`src/rtl/kcore_fifo_stream_unpacker.sv`:
```
// Pops a commanded number of 64-bit words from an FWFT ap_fifo read port and
// streams each word as two 32-bit items (low half first), flagging the final item.
module kcore_fifo_stream_unpacker #(
    parameter int unsigned DATA_WIDTH = 64,
    parameter int unsigned ITEM_WIDTH = 32,
    parameter int unsigned CNT_WIDTH  = 32
) (
    input  logic                  clk,
    input  logic                  reset,
    input  logic                  start,
    input  logic [CNT_WIDTH-1:0]  num_words,
    output logic                  busy,
    output logic                  done,
    input  logic                  fifo_empty_n,
    output logic                  fifo_read_ce,
    output logic                  fifo_read,
    input  logic [DATA_WIDTH-1:0] fifo_dout,
    output logic                  out_valid,
    input  logic                  out_ready,
    output logic [ITEM_WIDTH-1:0] out_data,
    output logic                  out_last
);

    typedef enum logic [2:0] {
        StIdle,
        StFetch,
        StEmitLo,
        StEmitHi,
        StFinish
    } state_t;

    localparam logic [CNT_WIDTH-1:0] CntOne = {{(CNT_WIDTH-1){1'b0}}, 1'b1};

    state_t                r_state, w_state_next;
    logic [DATA_WIDTH-1:0] r_word, w_word_next;
    logic [CNT_WIDTH-1:0]  r_words_left, w_words_left_next;
    logic                  r_busy, r_done, r_out_valid, r_out_last;
    logic [ITEM_WIDTH-1:0] r_out_data, w_out_data_next;
    logic                  w_read, w_transfer, w_emit_next;

    assign w_transfer = r_out_valid & out_ready;

    always_comb begin
        w_state_next      = r_state;
        w_word_next       = r_word;
        w_words_left_next = r_words_left;
        w_read            = 1'b0;
        case (r_state)
            StIdle: begin
                if (start) begin
                    if (num_words == '0) begin
                        w_state_next = StFinish;
                    end else begin
                        w_words_left_next = num_words;
                        w_state_next      = StFetch;
                    end
                end
            end
            StFetch: begin
                w_read = 1'b1;
                if (fifo_empty_n) begin
                    w_word_next       = fifo_dout;
                    w_words_left_next = r_words_left - CntOne;
                    w_state_next      = StEmitLo;
                end
            end
            StEmitLo: begin
                if (w_transfer) w_state_next = StEmitHi;
            end
            StEmitHi: begin
                if (w_transfer) begin
                    if (r_words_left == '0) begin
                        w_state_next = StFinish;
                    end else if (fifo_empty_n) begin
                        // Back-to-back pop keeps one item per cycle flowing.
                        w_read            = 1'b1;
                        w_word_next       = fifo_dout;
                        w_words_left_next = r_words_left - CntOne;
                        w_state_next      = StEmitLo;
                    end else begin
                        w_state_next = StFetch;
                    end
                end
            end
            StFinish: w_state_next = StIdle;
            default:  w_state_next = StIdle;
        endcase
        if (reset) w_read = 1'b0;
    end

    assign w_emit_next = (w_state_next == StEmitLo) || (w_state_next == StEmitHi);

    always_comb begin
        w_out_data_next = r_out_data;
        if (w_state_next == StEmitLo) w_out_data_next = w_word_next[ITEM_WIDTH-1:0];
        if (w_state_next == StEmitHi) w_out_data_next = w_word_next[DATA_WIDTH-1:ITEM_WIDTH];
    end

    always_ff @(posedge clk) begin
        if (reset) begin
            r_state      <= StIdle;
            r_word       <= '0;
            r_words_left <= '0;
            r_busy       <= 1'b0;
            r_done       <= 1'b0;
            r_out_valid  <= 1'b0;
            r_out_data   <= '0;
            r_out_last   <= 1'b0;
        end else begin
            r_state      <= w_state_next;
            r_word       <= w_word_next;
            r_words_left <= w_words_left_next;
            r_busy       <= (w_state_next == StFetch) || w_emit_next;
            r_done       <= (w_state_next == StFinish);
            r_out_valid  <= w_emit_next;
            r_out_data   <= w_out_data_next;
            r_out_last   <= (w_state_next == StEmitHi) && (w_words_left_next == '0);
        end
    end

    assign busy         = r_busy;
    assign done         = r_done;
    assign fifo_read_ce = ~reset;
    assign fifo_read    = w_read;
    assign out_valid    = r_out_valid;
    assign out_data     = r_out_data;
    assign out_last     = r_out_last;

endmodule

```
`config.mk`:
```
export PLATFORM = sky130hd
export DESIGN_NAME = kcore_fifo_stream_unpacker
export DESIGN_NICKNAME = d
export VERILOG_FILES = /design/src/rtl/kcore_fifo_stream_unpacker.sv
export SDC_FILE = /design/constraint.sdc
export NUM_CORES = 1
export LEC_CHECK = 0
export CORE_MARGIN = 2
export CORE_UTILIZATION = 41
export DETAILED_ROUTE_END_ITERATION = 10
export PLACE_DENSITY_LB_ADDON = 0.3
export SYNTH_ARGS = -nofsm -noshare
export SYNTH_HDL_FRONTEND = slang
export SYNTH_SLANG_ARGS = --single-unit
```
`constraint.sdc`:
```
create_clock -name clk -period 3.6 [get_ports clk]
set_input_delay 0.72 -clock clk [delete_from_list [all_inputs] [get_ports clk]]
set_output_delay 0.72 -clock clk [all_outputs]
set_load 0.1 [all_outputs]
```
After elaboration in Yosys (flattened, before gate mapping)

Index checks and enable logic that the tools add are counted.

Input port bits: 101
Flip-flop bits (word level): 135
Latch bits: 0
Memory bits (writable): 0
Logic and storage cells: 51
Memories kept: 0
Memory bits (read-only): 0
Output and inout port bits: 38

Bitwise operators: 2
Shifts and indexed selects: 0
Muxes and demuxes: 25
$add $sub $neg: 1
$mul: 0
Reductions and logical operators: 8
Equal/unequal tests: 7
Magnitude comparators: 0
Divide/modulo/power cells: 0

Operators with widths:

| cell                  | number |
|---|---|
| $mux 32               | 7 |
| $mux 64               | 3 |
| $pmux 64 s2           | 1 |
| $logic_not 32->1      | 3 |
| $pmux 32 s3           | 1 |
| $sub 32x1->32 const B | 1 |
| $mux 3                | 6 |
| $eq 3x2->1 const B    | 4 |
| $pmux 3 s4            | 1 |
| $eq 3x1->1 const B    | 2 |
| $mux 1                | 4 |
| $eq 3x3->1 const B    | 1 |
| $logic_not 3->1       | 1 |
| $logic_or 1x1->1      | 2 |
| $mux 2                | 1 |
| $pmux 1 s2            | 1 |
| $reduce_bool 2->1     | 1 |
| $and 1x1->1           | 1 |
| $logic_and 1x1->1     | 1 |
| $not 1->1             | 1 |

Longest topological paths before layout

Word-level depth: 7
Mapped depth: 13
Depth with buffers taken out: 10

Worst setup path before layout

No wires, ideal clock.

Kind: register -> output
Start point: register r_out_valid (netlist: out_valid)
End point: output fifo_read
Data required time: 2.880 ns
Path buffers: 2
Stages on the path, launching flop included: 7
Arrival: 6.622 ns
Path slack: -3.742 ns
Cell sequence: dfxtp_1 > nand2_1 > and2_1 > a41o_1 > buf_2 > buf_1 > a2111oi_0

Word-level cells in the longest chain between the ends: 4

RTL lines:

| element                  | RTL line | text |
|---|---|---|
| start: declaration       | 37       | `logic r_busy, r_done, r_out_valid, r_out_last;` |
| start signal: assignment | 115      | `r_out_valid <= w_emit_next;` |
| $and 1x1->1              | 41       | `assign w_transfer = r_out_valid & out_ready;` |
| $mux 1                   | 71       | `if (w_transfer) begin` |
| $pmux 1 s2               | 48       | `case (r_state)` |
| $mux 1                   | 88       | `if (reset) w_read = 1'b0;` |
| end: declaration         | 16       | `output logic fifo_read,` |

No other way between the ends.

Worst setup path after layout

Start point: register r_words_left[9]
End point: register r_out_last (netlist: out_last)

Word-level cells in the longest chain between the ends: 7
Elaborated cells between the ends (all ways): 14
Classes of those cells: 1 x add/sub; 1 x eq/ne; 9 x mux; 3 x reduce/logical

RTL lines:

| element                  | RTL line | text |
|---|---|---|
| start: declaration       | 36       | `logic [CNT_WIDTH-1:0] r_words_left, w_words_left_next;` |
| start signal: assignment | 112      | `r_words_left <= w_words_left_next;` |
| $sub 32x1->32            | 63, 78   |  |
| $mux 32                  | 61, 74   |  |
| $mux 32                  | 72       | `if (r_words_left == '0) begin` |
| $mux 32                  | 71       |  |
| $pmux 32 s3              | 48       |  |
| $logic_not 32->1         | 117      | `r_out_last <= (w_state_next == StEmitHi) && (w_words_left_next == '0);` |
| $logic_and 1x1->1 *      | 117      |  |
| end signal: assignment   | 117      |  |
| end: declaration         | 37       |  |

Mark *: on every way between the ends. The rest lies on a longest branch, timed or not.
A chain may end at the register's enable or synchronous reset.

==> metrics.txt <==
Pwr Total 0.00461 W; synthesis-to-finish area growth 46.6%; Post-synth EDFFs 0; Min Clock Period, post-route 3410 ps; fin crit share 94.8%; CP bufs+invs 0; DP HPWL 15400 microns; peak supply drop 452 uV; Synth area leader dfxtp_1; Async SR Flop Fraction 0%; io pins 139; CP delay by family, top simple AND/OR/NAND/NOR gates; Post-Route WL 21900 microns; Setup crit start r_words_left[9]; Worst-path clk slew 60 ps; Sink Count 135; first-pass GRT wire length 34500 microns; top cells by area, synth dfxtp_1 (43%), a21oi_1 (5.9%), o31ai_1 (5.9%), o21ai_0 (5.5%), nor2_1 (5.3%); Yosys cell types 59; # setup viols final 0; Hold-fix buffers, CTS 0; outcome complete, no violations; antenna violations before repair 0; critical path's slowest cell or3_1; Fill cells 1315; Hold/Removal Path Class register to register; Die H 129 microns; Std-Cell Rows 45; Post-CTS Resized 0; hold path startpoint out_data[25]; GRT Util Overall 26.5%; Main synth FF type dfxtp_1; post-CTS setup buffers 0; clk root buf clkbuf_16; WP data arrival 3750 ps; Bufs on Longest Clock Path 2; count leader, synth dfxtp_1; number of global-route vias before repair 6728; CP endpoint kind register; Detail Route Antenna Nets 0; Routed WL per cell 18.3 microns; DR vias/cell 5.87; CP Max Fanout 7; diode count 0; WHS Path Cells 2; width of the chip 129 microns; CTS tree done; synthesis-stage register bit count 135; worst path required time 3940 ps; dpl cells 1165; crit path kind register to register; worst-path cell chain or4_4 -> or3_1 -> or4_1 -> a32o_1 -> a221oi_2 -> nand4_1 -> or4b_1 -> nor4_2; Worst-Margin Slew 1050 ps; pwr/cell area 494 mW/mm^2; CORE AREA 0.0152 sq mm; WP depth 8; pre-CTS setup slack -199 ps; syn nets 889; combinational power share 23.0%; final non-filler cell total 1197; Final #Nets 1099; H-tree levels 4; RSZ-0062 raised after global routing false; Reg2Reg Depth 8; Pins Over Slew Limit 0; IO buf count 138; Final WS setup 189 ps; Peak Freq 293 MHz; total congestion overflow 0; largest net degree at the start of global routing 71; cell internal pwr 0.00324 W; Initial Utilization 41.8%; peak per-stage delay on the critical path 550 ps; TritonRoute pass-1 iters 5; CP Launch Type register; worst rel slew slack 30.1%; Final Skew 15.7 ps; fraction of layout instances using a drive strength above 1 16.5%; Placer Congestion 0.988; synth cell count leaders dfxtp_1 (135), nor2_1 (89), a21oi_1 (75); drc violations 0; Max-cap violations 0; Clock power frac 41.4%; insertion delay to the later sink of the worst-skew pair 420 ps; sequential share of the synthesized area 42.5%; mapped cell area 0.00636 sq mm; Mapped Cells 786; Pleak 3.52 nW; initial DRC count 669; Synth Area per Inst 8.09 sq um; worst r2r src r_words_left[9]; sequential share of power 35.6%; final hold violation count 0; post-synth top area share 42.5%; DIE AREA 0.0165 sq mm; synth warn 0; Switching Fraction 29.7%; CTS buffer count 17; Switch Pwr 0.00137 W; Vias 7032
-- registers in the layout, indices dropped and copies added (netlist names) --
register,flops
out_data,32
r_words_left,32
r_word,64
r_state,3
out_last,1
done,1
out_valid,1
busy,1
-- routing by layer --
metal	part of all wire, %	up-vias	track usage, %
met5	0	-	0
met4	2.3	0	8.76
met3	10	38	9.19
met2	45	340	41.9
met1	42	3260	33.9
li1	-	3394	-
-- worst paths after layout --
| check | slack, ps | endpoint |
|---|---|---|
| worst min-delay path | 440 | out_data[25] |
| worst max register to register | 190 | out_last |
| worst max-delay path | 190 | out_last |
| worst min register to register | 440 | out_data[25] |
-- logic make-up (layout without fill, tap and decap cells) --
family,after synthesis,count (layout),synth area share (%)
and+or+nand+nor,282,282,21.5
adders and majority gates,2,2,0.394
muxes,18,18,2.83
xor gates and xnor gates,1,1,0.138
buffers and inverters,68,291,4.33
AOI/OAI and AO/OA,280,280,28.3
DFF,135,135,42.5
-- cells in the final DEF, fill, tap and decap left out, drive strengths merged, types with 10 or more instances in the layout --
cell           synthesis  layout
a21oi                 75      75
a22oi                 16      16
buf                    8     120
clkbuf                56      19
clkdlybuf4s50          0     135
dfxtp                135     135
mux2i                 18      18
nand2                 72      72
nand3                 10      10
nand4                 12      12
nor2                  89      89
nor3                  30      30
nor4                  21      21
o21ai                 72      72
o31ai                 50      50
-- worst min-delay path, delay by kind of cell, from the launching register on --
family	cells	cell delay, ps
flops	1	310
simple gates	2	90
-- per-stage QoR --
step	cell area (sq um)	setup TNS [ps]	hold WS (ps)	utilization, %
2_1_floorplan	6380	0	448	-
5_1_grt	9320	0	450	61.3
3_3_place_gp	8680	-140	427	57.1
4_1_cts	9320	0	437	61.3
3_5_place_dp	8680	-199	428	57.1
6_report	9320	0	436	61.3
-- cell type report --
class                      instances  area (sq um)  area share (%)
clock buffer                      19           453            4.86
tap                              188           235            2.52
inverter                           4          15.0           0.161
sequential                       135          2700            29.0
clock inverter                    13           191            2.05
multi-input combinational        583          3430            36.8
timing repair buffer             255          2290            24.6
-- power by group through the flow --
stage | registers, W | logic [W] | clock network (W)
finish | 0.00164 | 0.00106 | 0.00191
CTS | 0.00164 | 0.00104 | 0.00193
global placement | 0.00167 | 0.00103 | 0
detailed placement | 0.00167 | 0.00103 | 0
global route | 0.00165 | 0.00113 | 0.00198
floorplan | 0.00174 | 0.000485 | 0
No activity file was read; power rests on OpenSTA's default activity.
